[config.mk]
export PLATFORM = sky130hd
export DESIGN_NAME = pipe_ctrl_flat
export DESIGN_NICKNAME = d
export VERILOG_FILES = /design/src/rtl/pipe_ctrl_pkg.sv /design/src/rtl/pipe_ctrl_if.sv /design/src/rtl/pipe_hazard_detect.sv /design/src/rtl/pipe_ctrl.sv /design/src/flat_wrapper.sv
export SDC_FILE = /design/constraint.sdc
export NUM_CORES = 1
export LEC_CHECK = 0
export CORE_ASPECT_RATIO = 0.6
export CORE_UTILIZATION = 49
export DETAILED_ROUTE_END_ITERATION = 10
export PLACE_DENSITY = 0.84
export SKIP_LAST_GASP = 1
export SLEW_MARGIN = 10
export SYNTH_ARGS = -nofsm -noshare
export SYNTH_HDL_FRONTEND = slang
export SYNTH_SLANG_ARGS = --single-unit
[constraint.sdc]
create_clock -name clk -period 3 [get_ports clk]
set_clock_uncertainty 0.05 [all_clocks]
set_input_delay 0.45 -clock clk [delete_from_list [all_inputs] [get_ports clk]]
set_output_delay 0.45 -clock clk [all_outputs]
set_load 0.05 [all_outputs]
[src/rtl/pipe_ctrl_pkg.sv]
// Shared types and constants for the pipeline controller and its hazard detector.
package pipe_ctrl_pkg;

    typedef enum logic {IDLE, BUSY} mc_state_t;

    localparam int ST_ID  = 0;
    localparam int ST_EX  = 1;
    localparam int ST_MEM = 2;
    localparam int ST_WB  = 3;

    typedef enum logic [1:0] {
        HZ_NONE,
        HZ_LOADUSE,
        HZ_BR_EX,
        HZ_BR_MEMLD
    } hz_cause_t;

endpackage

[src/rtl/pipe_ctrl_if.sv]
// Datapath <-> pipeline controller signal bundle; master is the controller side.
interface pipe_ctrl_if #(
    parameter int RegAddress = 5,
    parameter int CNT_W      = 32
);
    logic [RegAddress-1:0] id_rs1;
    logic [RegAddress-1:0] id_rs2;
    logic                  id_use_rs1;
    logic                  id_use_rs2;
    logic                  id_is_branch;
    logic                  branch_taken;
    logic [RegAddress-1:0] ex_rd;
    logic [RegAddress-1:0] mem_rd;
    logic                  ex_regwrite;
    logic                  ex_memread;
    logic                  mem_regwrite;
    logic                  mem_memread;
    logic                  ex_mc;
    logic                  mc_done;

    logic                  pc_we;
    logic                  ifid_we;
    logic                  idex_we;
    logic                  ifid_flush;
    logic                  idex_bubble;
    logic                  exmem_bubble;
    logic                  pc_sel_branch;
    logic                  fwd_id_a;
    logic                  fwd_id_b;
    logic [3:0]            stage_valid;
    logic                  mc_error;
    logic [CNT_W-1:0]      stall_cnt;
    logic [CNT_W-1:0]      flush_cnt;

    modport master (
        input  id_rs1, id_rs2, id_use_rs1, id_use_rs2, id_is_branch, branch_taken,
               ex_rd, mem_rd, ex_regwrite, ex_memread, mem_regwrite, mem_memread,
               ex_mc, mc_done,
        output pc_we, ifid_we, idex_we, ifid_flush, idex_bubble, exmem_bubble,
               pc_sel_branch, fwd_id_a, fwd_id_b, stage_valid, mc_error,
               stall_cnt, flush_cnt
    );

    modport slave (
        output id_rs1, id_rs2, id_use_rs1, id_use_rs2, id_is_branch, branch_taken,
               ex_rd, mem_rd, ex_regwrite, ex_memread, mem_regwrite, mem_memread,
               ex_mc, mc_done,
        input  pc_we, ifid_we, idex_we, ifid_flush, idex_bubble, exmem_bubble,
               pc_sel_branch, fwd_id_a, fwd_id_b, stage_valid, mc_error,
               stall_cnt, flush_cnt
    );

endinterface

[src/rtl/pipe_hazard_detect.sv]
// Combinational ID-stage hazard classification and EX/MEM -> ID comparator forwarding.
module pipe_hazard_detect
    import pipe_ctrl_pkg::*;
#(
    parameter int RegAddress = 5
) (
    input  logic [RegAddress-1:0] id_rs1,
    input  logic [RegAddress-1:0] id_rs2,
    input  logic                  id_use_rs1,
    input  logic                  id_use_rs2,
    input  logic                  id_is_branch,
    input  logic [RegAddress-1:0] ex_rd,
    input  logic [RegAddress-1:0] mem_rd,
    input  logic                  ex_regwrite,
    input  logic                  ex_memread,
    input  logic                  mem_regwrite,
    input  logic                  mem_memread,
    input  logic                  mem_valid,
    output hz_cause_t             hz_cause,
    output logic                  fwd_id_a,
    output logic                  fwd_id_b
);

    function automatic logic src_hit(input logic [RegAddress-1:0] rd,
                                     input logic [RegAddress-1:0] rs1,
                                     input logic [RegAddress-1:0] rs2,
                                     input logic use1,
                                     input logic use2);
        return (rd != '0) && ((use1 && (rd == rs1)) || (use2 && (rd == rs2)));
    endfunction

    logic ex_hit;
    logic mem_hit;
    logic load_use;
    logic br_ex;
    logic br_mem_ld;
    logic mem_fwd;

    always_comb begin
        ex_hit    = src_hit(ex_rd, id_rs1, id_rs2, id_use_rs1, id_use_rs2);
        mem_hit   = src_hit(mem_rd, id_rs1, id_rs2, id_use_rs1, id_use_rs2);
        load_use  = ex_memread && ex_regwrite && ex_hit;
        br_ex     = id_is_branch && ex_regwrite && ex_hit;
        br_mem_ld = id_is_branch && mem_memread && mem_hit;

        // Several causes can coexist; the reported one is only for debug visibility.
        hz_cause = HZ_NONE;
        if (load_use)       hz_cause = HZ_LOADUSE;
        else if (br_ex)     hz_cause = HZ_BR_EX;
        else if (br_mem_ld) hz_cause = HZ_BR_MEMLD;

        mem_fwd  = id_is_branch && mem_regwrite && !mem_memread && mem_valid && (mem_rd != '0);
        fwd_id_a = mem_fwd && (mem_rd == id_rs1);
        fwd_id_b = mem_fwd && (mem_rd == id_rs2);
    end

endmodule

[src/rtl/pipe_ctrl.sv]
// Pipeline controller: stall/flush/freeze priority, per-stage valid bits, multi-cycle
// EX tracking with timeout, and saturating stall/flush counters.
//   state | meaning
//   IDLE  | no multi-cycle op outstanding
//   BUSY  | multi-cycle op in EX, waiting for mc_done or timeout
module pipe_ctrl
    import pipe_ctrl_pkg::*;
#(
    parameter int RegAddress = 5,
    parameter int MC_TIMEOUT = 64,
    parameter int CNT_W      = 32
) (
    input  logic       clk,
    input  logic       rst,
    pipe_ctrl_if.master bus
);

    localparam int MC_TW = (MC_TIMEOUT > 1) ? $clog2(MC_TIMEOUT) : 1;

    mc_state_t        mc_state;
    logic [MC_TW-1:0] mc_left;
    logic             mc_error_q;
    logic [3:0]       valid_q;
    logic [CNT_W-1:0] stall_q;
    logic [CNT_W-1:0] flush_q;

    hz_cause_t hz_cause;
    logic      fwd_a;
    logic      fwd_b;
    logic      hz;
    logic      mc_timeout;
    logic      freeze;
    logic      pc_we;
    logic      ifid_we;
    logic      idex_we;
    logic      ifid_flush;
    logic      idex_bubble;
    logic      exmem_bubble;
    logic      pc_sel_branch;

    pipe_hazard_detect #(.RegAddress(RegAddress)) u_hazard (
        .id_rs1       (bus.id_rs1),
        .id_rs2       (bus.id_rs2),
        .id_use_rs1   (bus.id_use_rs1),
        .id_use_rs2   (bus.id_use_rs2),
        .id_is_branch (bus.id_is_branch),
        .ex_rd        (bus.ex_rd),
        .mem_rd       (bus.mem_rd),
        .ex_regwrite  (bus.ex_regwrite),
        .ex_memread   (bus.ex_memread),
        .mem_regwrite (bus.mem_regwrite),
        .mem_memread  (bus.mem_memread),
        .mem_valid    (valid_q[ST_MEM]),
        .hz_cause     (hz_cause),
        .fwd_id_a     (fwd_a),
        .fwd_id_b     (fwd_b)
    );

    always_comb begin
        mc_timeout = (mc_state == BUSY) && (mc_left == '0);
        freeze     = ((mc_state == IDLE) && valid_q[ST_EX] && bus.ex_mc) ||
                     ((mc_state == BUSY) && !bus.mc_done && !mc_timeout);
        hz         = valid_q[ST_ID] && (hz_cause != HZ_NONE);

        pc_we         = 1'b1;
        ifid_we       = 1'b1;
        idex_we       = 1'b1;
        ifid_flush    = 1'b0;
        idex_bubble   = 1'b0;
        exmem_bubble  = 1'b0;
        pc_sel_branch = 1'b0;
        if (!rst) begin
            pc_we        = 1'b0;
            ifid_we      = 1'b0;
            idex_we      = 1'b0;
            ifid_flush   = 1'b1;
            idex_bubble  = 1'b1;
            exmem_bubble = 1'b1;
        end else if (freeze) begin
            pc_we        = 1'b0;
            ifid_we      = 1'b0;
            idex_we      = 1'b0;
            exmem_bubble = 1'b1;
        end else if (hz) begin
            pc_we       = 1'b0;
            ifid_we     = 1'b0;
            idex_bubble = 1'b1;
        end else if (bus.branch_taken && valid_q[ST_ID]) begin
            pc_sel_branch = 1'b1;
            ifid_flush    = 1'b1;
        end
    end

    // mc_left counts down from MC_TIMEOUT-1; reaching zero in BUSY is the timeout.
    always_ff @(posedge clk) begin
        if (!rst) begin
            mc_state   <= IDLE;
            mc_left    <= '0;
            mc_error_q <= 1'b0;
        end else begin
            case (mc_state)
                IDLE: begin
                    if (valid_q[ST_EX] && bus.ex_mc) begin
                        mc_state <= BUSY;
                        mc_left  <= MC_TW'(MC_TIMEOUT - 1);
                    end
                end
                BUSY: begin
                    if (bus.mc_done) begin
                        mc_state <= IDLE;
                    end else if (mc_timeout) begin
                        mc_state   <= IDLE;
                        mc_error_q <= 1'b1;
                    end else begin
                        mc_left <= mc_left - MC_TW'(1);
                    end
                end
                default: mc_state <= IDLE;
            endcase
        end
    end

    always_ff @(posedge clk) begin
        if (!rst) begin
            valid_q <= '0;
            stall_q <= '0;
            flush_q <= '0;
        end else begin
            if (freeze) begin
                valid_q[ST_MEM] <= 1'b0;
                valid_q[ST_WB]  <= valid_q[ST_MEM];
            end else begin
                if (ifid_we) valid_q[ST_ID] <= !ifid_flush;
                valid_q[ST_EX]  <= valid_q[ST_ID] && !hz;
                valid_q[ST_MEM] <= valid_q[ST_EX];
                valid_q[ST_WB]  <= valid_q[ST_MEM];
            end
            if ((freeze || hz) && (stall_q != '1)) stall_q <= stall_q + CNT_W'(1);
            if (ifid_flush && (flush_q != '1))     flush_q <= flush_q + CNT_W'(1);
        end
    end

    assign bus.pc_we         = pc_we;
    assign bus.ifid_we       = ifid_we;
    assign bus.idex_we       = idex_we;
    assign bus.ifid_flush    = ifid_flush;
    assign bus.idex_bubble   = idex_bubble;
    assign bus.exmem_bubble  = exmem_bubble;
    assign bus.pc_sel_branch = pc_sel_branch;
    assign bus.fwd_id_a      = fwd_a;
    assign bus.fwd_id_b      = fwd_b;
    assign bus.stage_valid   = valid_q;
    assign bus.mc_error      = mc_error_q;
    assign bus.stall_cnt     = stall_q;
    assign bus.flush_cnt     = flush_q;

endmodule
[src/flat_wrapper.sv]
// flat-port wrapper written by rule: the top's interface ports become plain ports
module pipe_ctrl_flat import pipe_ctrl_pkg::*;
#(
    parameter int RegAddress = 5,
    parameter int MC_TIMEOUT = 64,
    parameter int CNT_W      = 32
)
  (clk, rst, bus_id_rs1, bus_id_rs2, bus_id_use_rs1, bus_id_use_rs2, bus_id_is_branch, bus_branch_taken, bus_ex_rd, bus_mem_rd, bus_ex_regwrite, bus_ex_memread, bus_mem_regwrite, bus_mem_memread, bus_ex_mc, bus_mc_done, bus_pc_we, bus_ifid_we, bus_idex_we, bus_ifid_flush, bus_idex_bubble, bus_exmem_bubble, bus_pc_sel_branch, bus_fwd_id_a, bus_fwd_id_b, bus_stage_valid, bus_mc_error, bus_stall_cnt, bus_flush_cnt);
  pipe_ctrl_if #(.RegAddress(RegAddress), .CNT_W(CNT_W)) bus_i ();
  input  logic clk;
  input  logic rst;
  input wire logic [$bits(bus_i.id_rs1)-1:0] bus_id_rs1;
  input wire logic [$bits(bus_i.id_rs2)-1:0] bus_id_rs2;
  input wire logic [$bits(bus_i.id_use_rs1)-1:0] bus_id_use_rs1;
  input wire logic [$bits(bus_i.id_use_rs2)-1:0] bus_id_use_rs2;
  input wire logic [$bits(bus_i.id_is_branch)-1:0] bus_id_is_branch;
  input wire logic [$bits(bus_i.branch_taken)-1:0] bus_branch_taken;
  input wire logic [$bits(bus_i.ex_rd)-1:0] bus_ex_rd;
  input wire logic [$bits(bus_i.mem_rd)-1:0] bus_mem_rd;
  input wire logic [$bits(bus_i.ex_regwrite)-1:0] bus_ex_regwrite;
  input wire logic [$bits(bus_i.ex_memread)-1:0] bus_ex_memread;
  input wire logic [$bits(bus_i.mem_regwrite)-1:0] bus_mem_regwrite;
  input wire logic [$bits(bus_i.mem_memread)-1:0] bus_mem_memread;
  input wire logic [$bits(bus_i.ex_mc)-1:0] bus_ex_mc;
  input wire logic [$bits(bus_i.mc_done)-1:0] bus_mc_done;
  output wire logic [$bits(bus_i.pc_we)-1:0] bus_pc_we;
  output wire logic [$bits(bus_i.ifid_we)-1:0] bus_ifid_we;
  output wire logic [$bits(bus_i.idex_we)-1:0] bus_idex_we;
  output wire logic [$bits(bus_i.ifid_flush)-1:0] bus_ifid_flush;
  output wire logic [$bits(bus_i.idex_bubble)-1:0] bus_idex_bubble;
  output wire logic [$bits(bus_i.exmem_bubble)-1:0] bus_exmem_bubble;
  output wire logic [$bits(bus_i.pc_sel_branch)-1:0] bus_pc_sel_branch;
  output wire logic [$bits(bus_i.fwd_id_a)-1:0] bus_fwd_id_a;
  output wire logic [$bits(bus_i.fwd_id_b)-1:0] bus_fwd_id_b;
  output wire logic [$bits(bus_i.stage_valid)-1:0] bus_stage_valid;
  output wire logic [$bits(bus_i.mc_error)-1:0] bus_mc_error;
  output wire logic [$bits(bus_i.stall_cnt)-1:0] bus_stall_cnt;
  output wire logic [$bits(bus_i.flush_cnt)-1:0] bus_flush_cnt;
  assign bus_i.id_rs1 = bus_id_rs1;
  assign bus_i.id_rs2 = bus_id_rs2;
  assign bus_i.id_use_rs1 = bus_id_use_rs1;
  assign bus_i.id_use_rs2 = bus_id_use_rs2;
  assign bus_i.id_is_branch = bus_id_is_branch;
  assign bus_i.branch_taken = bus_branch_taken;
  assign bus_i.ex_rd = bus_ex_rd;
  assign bus_i.mem_rd = bus_mem_rd;
  assign bus_i.ex_regwrite = bus_ex_regwrite;
  assign bus_i.ex_memread = bus_ex_memread;
  assign bus_i.mem_regwrite = bus_mem_regwrite;
  assign bus_i.mem_memread = bus_mem_memread;
  assign bus_i.ex_mc = bus_ex_mc;
  assign bus_i.mc_done = bus_mc_done;
  assign bus_pc_we = bus_i.pc_we;
  assign bus_ifid_we = bus_i.ifid_we;
  assign bus_idex_we = bus_i.idex_we;
  assign bus_ifid_flush = bus_i.ifid_flush;
  assign bus_idex_bubble = bus_i.idex_bubble;
  assign bus_exmem_bubble = bus_i.exmem_bubble;
  assign bus_pc_sel_branch = bus_i.pc_sel_branch;
  assign bus_fwd_id_a = bus_i.fwd_id_a;
  assign bus_fwd_id_b = bus_i.fwd_id_b;
  assign bus_stage_valid = bus_i.stage_valid;
  assign bus_mc_error = bus_i.mc_error;
  assign bus_stall_cnt = bus_i.stall_cnt;
  assign bus_flush_cnt = bus_i.flush_cnt;
  pipe_ctrl #(.RegAddress(RegAddress), .MC_TIMEOUT(MC_TIMEOUT), .CNT_W(CNT_W)) u_core (.clk(clk), .rst(rst), .bus(bus_i));
endmodule
==> results.json <==
{
  "ys_seq_elements": 76,
  "rsz0062_at_grt": "no",
  "grt_max_degree": 39,
  "p_clk_share_pct": 47.1,
  "swShare_pct": 24.6,
  "drtIter0Drc": 302,
  "cts_buffers": 9,
  "fin_nets": 649,
  "dieArea_sq_um": 8880,
  "peakVddDrop_mv": 0.379,
  "clkLatencyLatePin_ns": 0.34,
  "power.leakage_nw": 2.03,
  "cts_sinks": 76,
  "place_inst": 708,
  "syn_avg_cell_area_sq_um": 8.44,
  "hold_end": "u_core.bus.mc_error",
  "cellPowerDensity_nw_per_um2": 446,
  "yosysUniqueCellTypes": 57,
  "synth.area.mux_share_pct": 2.89,
  "fp.dieW_um": 121,
  "io_buffers": 109,
  "max_cap_violations": 0,
  "drv_slew": 0,
  "worstHoldPathType": "flip-flop to flip-flop",
  "cp_top_family": "buffers and inverters",
  "synth_compound_area_share_pct": 13.6,
  "synth_xor_area_share_pct": 11.4,
  "final_cells": 727,
  "r2r_end": "u_core.bus.flush_cnt[15]",
  "crit_buf_inv": 3,
  "power.switching_w": 0.000649,
  "comb_power_share_pct": 13.2,
  "max_freq_ghz": 0.339,
  "place_congestion": 0.841,
  "grt_first_pass_wirelength_mm": 18.8,
  "path_max_fanout": 6,
  "syn_to_final_growth_pct": 42.2,
  "internal-power_w": 0.00199,
  "whs_path_depth": 2,
  "dr_total_vias": 4163,
  "r2r_slack_ns": 0.23,
  "ant_nets": 0,
  "synth_cells": 493,
  "pin_count": 110,
  "cts_buffer_depth": 2,
  "status": "finished clean",
  "min_from": "u_core.bus.mc_error",
  "path_clk_slew_ns": 0.06,
  "drive_gt1_share_pct": 12.6,
  "coreArea_sq_um": 8040,
  "crit_slowest_cell": "or4_1",
  "required_ns": 2.50,
  "synth_adder_area_share_pct": 0.902,
  "antenna_found_initial": 0,
  "synth.net_count": 528,
  "period_share_pct": 98.4,
  "drtPass1Iterations": 5,
  "synth-simple-area-share_pct": 30.5,
  "synth_top_family_by_area": "simple AND/OR/NAND/NOR gates",
  "drc": 0,
  "rows": 25,
  "path_class": "input port to primary output",
  "crit_cells": 8,
  "whs_ns": 0.435,
  "setup_viol": 0,
  "cts_root_buf": "clkbuf_16",
  "critPathLaunchType": "input port",
  "relSlewSlack_pct": 54.8,
  "worstPathCellList": "clkdlybuf4s50_1, or4_1, o21a_1, o211ai_4, a21boi_2, buf_4, nor2_4, buf_12",
  "r2r_cells": 9,
  "tightestPinTransition_ns": 0.679,
  "finalCriticalPeriod_ns": 2.95,
  "hpwlAfterDp_mm": 8.24,
  "final_hold_viol_count": 0,
  "grt_pass1_vias": 3807,
  "viasPerCell": 5.73,
  "detail_route.wl_per_cell_um": 16.3,
  "cts_tree": "yes",
  "die_y_um": 73.4,
  "setup.worst_path.start": "bus_mem_rd[1]",
  "n_antenna_cell": 0,
  "arrival_ns": 2.45,
  "critPathMaxStageDelay_ns": 0.56,
  "rr_startpoint": "u_core.bus.flush_cnt[7]",
  "initial_core_util_pct": 51.8,
  "wl_mm": 11.9,
  "seq_area_frac_synth_pct": 36.6,
  "overflow": 0,
  "cp-end-kind": "primary output",
  "syn_area_sq_um": 4160,
  "seq_power_share_pct": 39.7,
  "yosysWarnings": 0,
  "grt_usage_pct": 27.2,
  "htreeDepth": 3
}
==> cell usage after synthesis (all sizes together) <==
cell type	count	share of area [%]
ha	3	0.90
and3	9	1.5
or3	13	2.0
clkbuf	14	1.3
nand2b	13	2.0
nor3	23	3.0
or2	2	0.30
nor4b	2	0.42
o21a	3	0.54
clkinv	1	0.090
nand2	49	4.4
a21bo	1	0.24
nand3	25	3.5
a2111oi	5	2.4
dfxtp	76	37
o31ai	7	1.3
a211oi	2	0.36
or3b	1	0.21
xor2	14	2.9
a21oi	21	2.5
o211ai	2	0.48
mux2i	12	2.9
o2111ai	4	1.1
o41ai	1	0.21
buf	8	1.4
nor3b	2	0.36
nand4b	1	0.21
a21boi	1	0.27
and4	5	1.2
a31oi	1	0.15
o311ai	1	0.21
nor2	55	5.0
o21ai	18	2.3
nor4	7	1.4
nand3b	2	0.36
a41oi	1	0.66
or4	8	1.4
and2	5	0.75
inv	15	1.4
nand4	17	2.6
o22ai	1	0.15
a311oi	1	0.21
a2111o	1	0.51
xnor2	40	8.4
==> stage by stage <==
stage                     setup TNS (ns)  area, sq um  worst slack [ns]  total power (W)  utilization, %
final                                  0         5920            0.0493          0.00264            73.6
after global routing                   0         5920           0.00525          0.00272            73.6
after CTS                              0         5890            0.0149          0.00265            73.3
after detailed placement           -1.91         5500            -0.153          0.00140            68.4
after global placement            -0.384         5500            -0.107          0.00139            68.4
after floorplan                  -0.0177         4170           -0.0177          0.00125               -
==> how the worst max path moves through the flow <==
stage / endpoint / slack, ns
global route: bus_pc_sel_branch / 0.005
detailed placement: u_core.bus.stall_cnt[0] / -0.15
finish: bus_ifid_we / 0.05
floorplan: bus_pc_we / -0.02
global placement: u_core.bus.stall_cnt[0] / -0.11
CTS: bus_ifid_we / 0.01
==> layer usage <==
metal  global-route usage (%)  up-vias  wire, um
met4                     8.50        0       131
met3                     6.13       16       836
met1                     36.2     1984      5370
met2                     44.3      166      5540
li1                         -     1997         -
met5                        0        -         0
==> layout make-up <==
type,count,area [sq um]
Inverter,16,60.1
Tap cell,108,135
Sequential cell,76,1520
Fill cell,595,2120
Multi-Input combinational cell,379,2500
Clock inverter,7,115
Timing Repair Buffer,132,1360
Clock buffer,9,225
==> cell families after synthesis <==
logic type / Yosys count
fa+ha+maj: 3
xor+xnor: 54
buf+inv: 38
mux: 12
flops: 76
compound gates: 71
simple gates: 239
==> tightest hold or removal path, stage by stage, from the launching register on <==
cell	delay, ns
dfxtp_1	0.33
nor2_1	0.05
nor2_1	0.07
==> layout by cell type (no fill, tap or decap), drive strengths merged, types with 2 or more instances in the layout <==
cell / synthesis / routed
a2111oi: 5 / 5
a211oi: 2 / 2
a21oi: 21 / 21
and2: 5 / 5
and3: 9 / 9
and4: 5 / 5
buf: 8 / 31
bufinv: 0 / 3
clkbuf: 14 / 9
clkdlybuf4s50: 0 / 95
clkinv: 1 / 3
clkinvlp: 0 / 2
dfxtp: 76 / 76
dlygate4sd2: 0 / 4
ha: 3 / 3
inv: 15 / 15
mux2i: 12 / 12
nand2: 49 / 49
nand2b: 13 / 13
nand3: 25 / 25
nand3b: 2 / 2
nand4: 17 / 17
nor2: 55 / 55
nor3: 23 / 23
nor3b: 2 / 2
nor4: 7 / 7
nor4b: 2 / 2
o2111ai: 4 / 4
o211ai: 2 / 2
o21a: 3 / 3
o21ai: 18 / 18
o31ai: 7 / 7
or2: 2 / 2
or3: 13 / 13
or4: 8 / 8
xnor2: 40 / 40
xor2: 14 / 14
==> power groups by stage <==
stage / clock (W) / combinational (W) / sequential, W
final: 0.00124 / 0.000350 / 0.00105
after global placement: 0 / 0.000322 / 0.00107
after floorplan: 0 / 0.000158 / 0.00109
after global routing: 0.00130 / 0.000370 / 0.00105
after CTS: 0.00125 / 0.000345 / 0.00105
after detailed placement: 0 / 0.000330 / 0.00107
==> state kept, by name (all words and copies together), names as in the netlist <==
register	count
u_core.bus.flush_cnt	32
u_core.bus.mc_error	1
u_core.bus.stage_valid	4
u_core.mc_left	6
u_core.mc_state	1
u_core.bus.stall_cnt	32
==> repair_timing <==
item,4_1_cts,5_1_grt
pin swaps,2,5
buffers inserted,2,0
endpoints found under the hold margin,0,0
endpoints found under the setup margin,2,25
cloned,1,0
hold buffers,0,0
resized for setup,6,6
Note: power is estimated with default switching activity, not from simulation.
